==> config.mk <==
export PLATFORM = sky130hd
export DESIGN_NAME = conv1d_stream_engine
export DESIGN_NICKNAME = d
export VERILOG_FILES = /design/src/rtl/conv1d_stream_engine.sv
export SDC_FILE = /design/constraint.sdc
export NUM_CORES = 2
export LEC_CHECK = 0
export BUFFER_PORTS_ARGS = -buffer_cell sky130_fd_sc_hd__buf_2
export CORE_UTILIZATION = 65
export CTS_CLUSTER_DIAMETER = 80
export DETAILED_ROUTE_END_ITERATION = 10
export PLACE_DENSITY = 0.83
export RECOVER_POWER = 25
export SYNTH_ARGS = -nofsm -noshare
export SYNTH_HDL_FRONTEND = slang
export SYNTH_SLANG_ARGS = --single-unit
==> constraint.sdc <==
create_clock -name clk -period 11 [get_ports clk]
set_clock_uncertainty 0.05 [all_clocks]
set_input_delay 1.1 -clock clk [delete_from_list [all_inputs] [get_ports clk]]
set_output_delay 1.1 -clock clk [all_outputs]
set_load 0.01 [all_outputs]
==> src/rtl/conv1d_stream_engine.sv <==
// conv1d_stream_engine: streaming multi-channel 1D correlation with weight load, run and drain phases
module conv1d_stream_engine #(
  parameter int Data_Width_In     = 8,
  parameter int Kernel_Addr_Width = 2,
  parameter int Kernel_Size       = 1 << Kernel_Addr_Width,
  parameter int Out_Channels      = 2,
  parameter int Data_Width_Out    = 2*Data_Width_In+Kernel_Addr_Width,
  parameter int Len_Width         = 8
) (
  input  logic                                   clk,
  input  logic                                   reset,
  input  logic                                   start,
  input  logic                                   cfg_reload,
  input  logic                                   cfg_stride2,
  input  logic [Len_Width-1:0]                   cfg_len,
  input  logic                                   w_valid,
  input  logic [Out_Channels*Data_Width_In-1:0]  w_data,
  output logic                                   w_ready,
  input  logic                                   in_valid,
  input  logic [Data_Width_In-1:0]               in_data,
  output logic                                   in_ready,
  output logic                                   out_valid,
  output logic [Out_Channels*Data_Width_Out-1:0] out_data,
  input  logic                                   out_ready,
  output logic                                   busy,
  output logic                                   done,
  output logic                                   err
);
  localparam int K = Kernel_Size;
  localparam int C = Out_Channels;
  localparam int DWI = Data_Width_In;
  localparam int DWO = Data_Width_Out;
  localparam logic [Len_Width-1:0] KM1 = Len_Width'(K-1);
  typedef enum logic [1:0] {IDLE, LOAD_W, RUN, DRAIN} state_t;
  state_t state_q, state_d;
  logic [K-1:0][C-1:0][DWI-1:0] w_q, w_d;
  logic [K-1:0][DWI-1:0] win_q, win_d;
  logic [Kernel_Addr_Width-1:0] wcnt_q, wcnt_d;
  logic [Len_Width-1:0] n_q, n_d, len_q, len_d;
  logic stride_q, stride_d, out_valid_q, out_valid_d, done_q, done_d, err_q, err_d;
  logic [C*DWO-1:0] out_data_q, out_data_d;
  logic w_hs, in_hs, fire;
  logic signed [2*DWI-1:0] p;
  logic signed [DWO-1:0] acc;
  assign w_ready = state_q == LOAD_W;
  assign in_ready = state_q == RUN && (!out_valid_q || out_ready);
  assign busy = state_q != IDLE;
  assign out_valid = out_valid_q;
  assign out_data = out_data_q;
  assign done = done_q;
  assign err = err_q;
  assign w_hs = w_valid && w_ready;
  assign in_hs = in_valid && in_ready;
  // stride 2 keeps only windows whose start offset m = n-(K-1) is even
  assign fire = in_hs && n_q >= KM1 && !(stride_q && (n_q[0] != KM1[0]));
  always_comb begin
    state_d = state_q;
    w_d = w_q;
    win_d = win_q;
    wcnt_d = wcnt_q;
    n_d = n_q;
    len_d = len_q;
    stride_d = stride_q;
    out_valid_d = out_valid_q && !out_ready;
    out_data_d = out_data_q;
    done_d = 1'b0;
    err_d = 1'b0;
    p = '0;
    acc = '0;
    case (state_q)
      IDLE: if (start) begin
        if (cfg_len < Len_Width'(K)) err_d = 1'b1;
        else begin
          state_d = cfg_reload ? LOAD_W : RUN;
          len_d = cfg_len;
          stride_d = cfg_stride2;
          n_d = '0;
          wcnt_d = '0;
        end
      end
      LOAD_W: if (w_hs) begin
        w_d[wcnt_q] = w_data;
        wcnt_d = wcnt_q + 1'b1;
        state_d = wcnt_q == Kernel_Addr_Width'(K-1) ? RUN : LOAD_W;
      end
      RUN: if (in_hs) begin
        win_d = {in_data, win_q[K-1:1]};
        n_d = n_q + 1'b1;
        state_d = n_q == len_q - 1'b1 ? DRAIN : RUN;
      end
      DRAIN: if (!out_valid_q) begin
        state_d = IDLE;
        done_d = 1'b1;
      end
      default: state_d = IDLE;
    endcase
    if (fire) begin
      out_valid_d = 1'b1;
      for (int c = 0; c < C; c++) begin
        acc = '0;
        for (int k = 0; k < K; k++) begin
          p = $signed(w_q[k][c]) * $signed(win_d[k]);
          acc = acc + DWO'(p);
        end
        out_data_d[c*DWO +: DWO] = acc;
      end
    end
  end
  always_ff @(posedge clk or posedge reset) begin
    if (reset) begin
      state_q <= IDLE;
      w_q <= '0;
      win_q <= '0;
      wcnt_q <= '0;
      n_q <= '0;
      len_q <= '0;
      stride_q <= 1'b0;
      out_valid_q <= 1'b0;
      out_data_q <= '0;
      done_q <= 1'b0;
      err_q <= 1'b0;
    end else begin
      state_q <= state_d;
      w_q <= w_d;
      win_q <= win_d;
      wcnt_q <= wcnt_d;
      n_q <= n_d;
      len_q <= len_d;
      stride_q <= stride_d;
      out_valid_q <= out_valid_d;
      out_data_q <= out_data_d;
      done_q <= done_d;
      err_q <= err_d;
    end
  end
endmodule

==> flow_summary.yaml <==
hold_path:
  hold_path.class: "register to register"
  min_to: "out_data[24]"
  hp-start: "out_data[24]"
  min_path_cells: 2
synth:
  muxShareOfSynthArea_pct: 4.71
  synth-compound-area-share_pct: 2.20
  syn_nets: 3605
  synth_edf_count: 0
  synth_area_leaders: "fa_1 45%, dfrtp_1 14%, inv_1 10%"
  synth_area_per_cell_sq_um: 10.3
  synth.top_cell.area_share_pct: 45.2
  synth_warnings: 0
  async_reset_ff_share_pct: 100
  ys_ff_latch: 156
  yosys.area_share.simple_pct: 11.5
  synth_top_family_by_area: "adder cells"
  synth_cell_types: 55
  synthXorXnorAreaFrac_pct: 2.27
  synth-seq-area-share_pct: 13.9
  syn_area_sq_mm: 0.0281
  synthFlopType: "dfrtp_1"
  yosys.area.top_type: "fa_1"
  syn_inst: 2730
  synth-adder-area-share_pct: 54.1
worst_setup_path:
  slowest_stage: "or4b_4"
  crit_start: "out_ready"
  rr_worst_depth: 24
  critPathKind: "primary input to register"
  r2r_end: "out_data[35]"
  end_kind: "register"
  r2r_start: "state_q[1]"
  crit_family: "adder cells"
  reg2reg_setup_slack_ns: 2.06
  crit_arrival_ns: 9.34
  cp_slowest_stage_delay_ns: 0.77
  crit_required_ns: 11.29
  critical_path_depth: 25
  cp-start-kind: "primary input"
  crit_buf_inv: 5
  crit_top_cell: "fa_1"
  path_max_fanout: 35
layout:
  layout_commonest_cell: "inv_1"
  areaGrowthSynthToFinish_pct: 5.33
  finalNetCount: 3646
  drive_gt1_share_pct: 9.02
  finalCoreUtilization_pct: 70.0
  diodes: 0
  mostFrequentLayoutCells: "752 x inv_1, 635 x fa_1, 253 x and2_1"
clocking:
  path_clk_slew_ns: 0.07
  ctsResizeCount: 0
  htreeDepth: 4
  cts_root_buffer: "clkbuf_16"
  clock_path_buffers: 2
  numCtsBuffers: 17
  cts_tree: "built"
  clk_latency_ns: 0.48
  post_cts.repair.setup_buffers: 0
  clock_sinks: 156
  hold_buffers: 0
timing:
  hold_viol: 0
  setup_viol: 0
  relSlewSlack_pct: -206
  worst_pin_slew_ns: 4.57
  rsz0062_at_grt: "false"
  finalSetupTns_ns: 0
  min_period_ns: 9.05
  setup_ws_ns: 1.95
  fmax_ghz: 0.110
  drv_slew: 97
  final.period_utilization_pct: 82.3
placement:
  pre_cts_ws_ns: 1.63
  post-dp-hpwl_mm: 52.2
  portBuffers: 81
  gp_congestion: 0.870
global_route:
  grt_pass1_vias: 21100
  grt_overflow: 0
  grt_start_max_net_pins: 97
  grt_use_total_pct: 32.9
  grt_first_pass_wirelength_mm: 110
  antenna_found_initial: 0
detailed_routing:
  routed_wl_mm: 65.0
  drcViolationCount: 0
  vias: 18500
  vias_per_cell: 5.51
  first_pass_iters: 5
  wire_per_inst_microns: 19.3
  ant_nets: 0
  first_iter_violations: 1322
outcome:
  status: "finished, violations left"
  violations: "max-capacitance violations, max-slew violations"
die:
  core-area_sq_mm: 0.0423
  top_level_ports: 82
  floorplan.die.width_microns: 210
  die_area_sq_mm: 0.0441
  die_h_microns: 210
  rows: 75
  initial_utilization_pct: 66.4
run:
  maxCapViolCount: 1
[cell usage after synthesis, types with 26 or more instances]
library cell / n
fa_1: 635
nand2_1: 210
and2_1: 253
xnor2_1: 54
buf_2: 27
inv_1: 753
ha_1: 200
nor2_1: 65
clkbuf_1: 26
mux2_2: 94
nor2b_1: 32
dfrtp_1: 156
o21ai_0: 37
[tightest hold or removal path, stage by stage, from the launching register on]
cell,delay [ns]
dfrtp_1,0.34
nand2_1,0.04
o21ai_0,0.06
[metal layers]
metal	routed length [microns]	global-route usage (%)
met5	0	0
met4	1940	10.9
met1	26900	46.2
met2	30800	52.3
met3	5330	6.30
[layout make-up]
class,instances,area (sq um)
multi-input cells,1751,21000
fillers,3048,12700
flip-flops and latches,156,3900
inverters,755,2840
well taps,577,722
repair buffers,90,472
clock buffers,17,425
clock inverters,15,220
[how the worst max path moves through the flow]
| stage | end | slack (ns) |
|---|---|---|
| final | out_data[35] | 1.95 |
| after global routing | out_data[35] | 1.65 |
| after CTS | out_data[35] | 2.11 |
| after detailed placement | out_data[35] | 1.63 |
| after global placement | out_data[35] | 1.79 |
| after floorplan | out_data[35] | 2.57 |
[cell families (layout without fill, tap and decap cells)]
| group | count (synthesis) | after routing |
|---|---|---|
| adder cells (fa/ha/maj) | 835 | 835 |
| AO/OA/AOI/OAI | 96 | 96 |
| buffers and inverters | 823 | 877 |
| flip-flops | 156 | 156 |
| XOR/XNOR | 73 | 73 |
| AND/OR/NAND/NOR | 629 | 629 |
| multiplexers | 118 | 118 |
[state kept, by name (all words and copies together), names as in the netlist]
signal,count
win_q,32
done,1
out_valid,1
err,1
n_q,8
out_data,36
state_q,2
wcnt_q,2
len_q,8
w_q,64
stride_q,1
[per-stage QoR]
| step | hold slack, ns | cells | instance area (sq um) |
|---|---|---|---|
| 2_1_floorplan | 0.396 | 2730 | 28100 |
| 3_3_place_gp | 0.406 | 3329 | 29000 |
| 3_5_place_dp | 0.415 | 3329 | 29000 |
| 4_1_cts | 0.431 | 3361 | 29600 |
| 5_1_grt | 0.455 | 3361 | 29600 |
| 6_report | 0.427 | 3361 | 29600 |
Power is not shown: default switching activity piles up to over one toggle a cycle in this logic, so the estimate is an artifact.
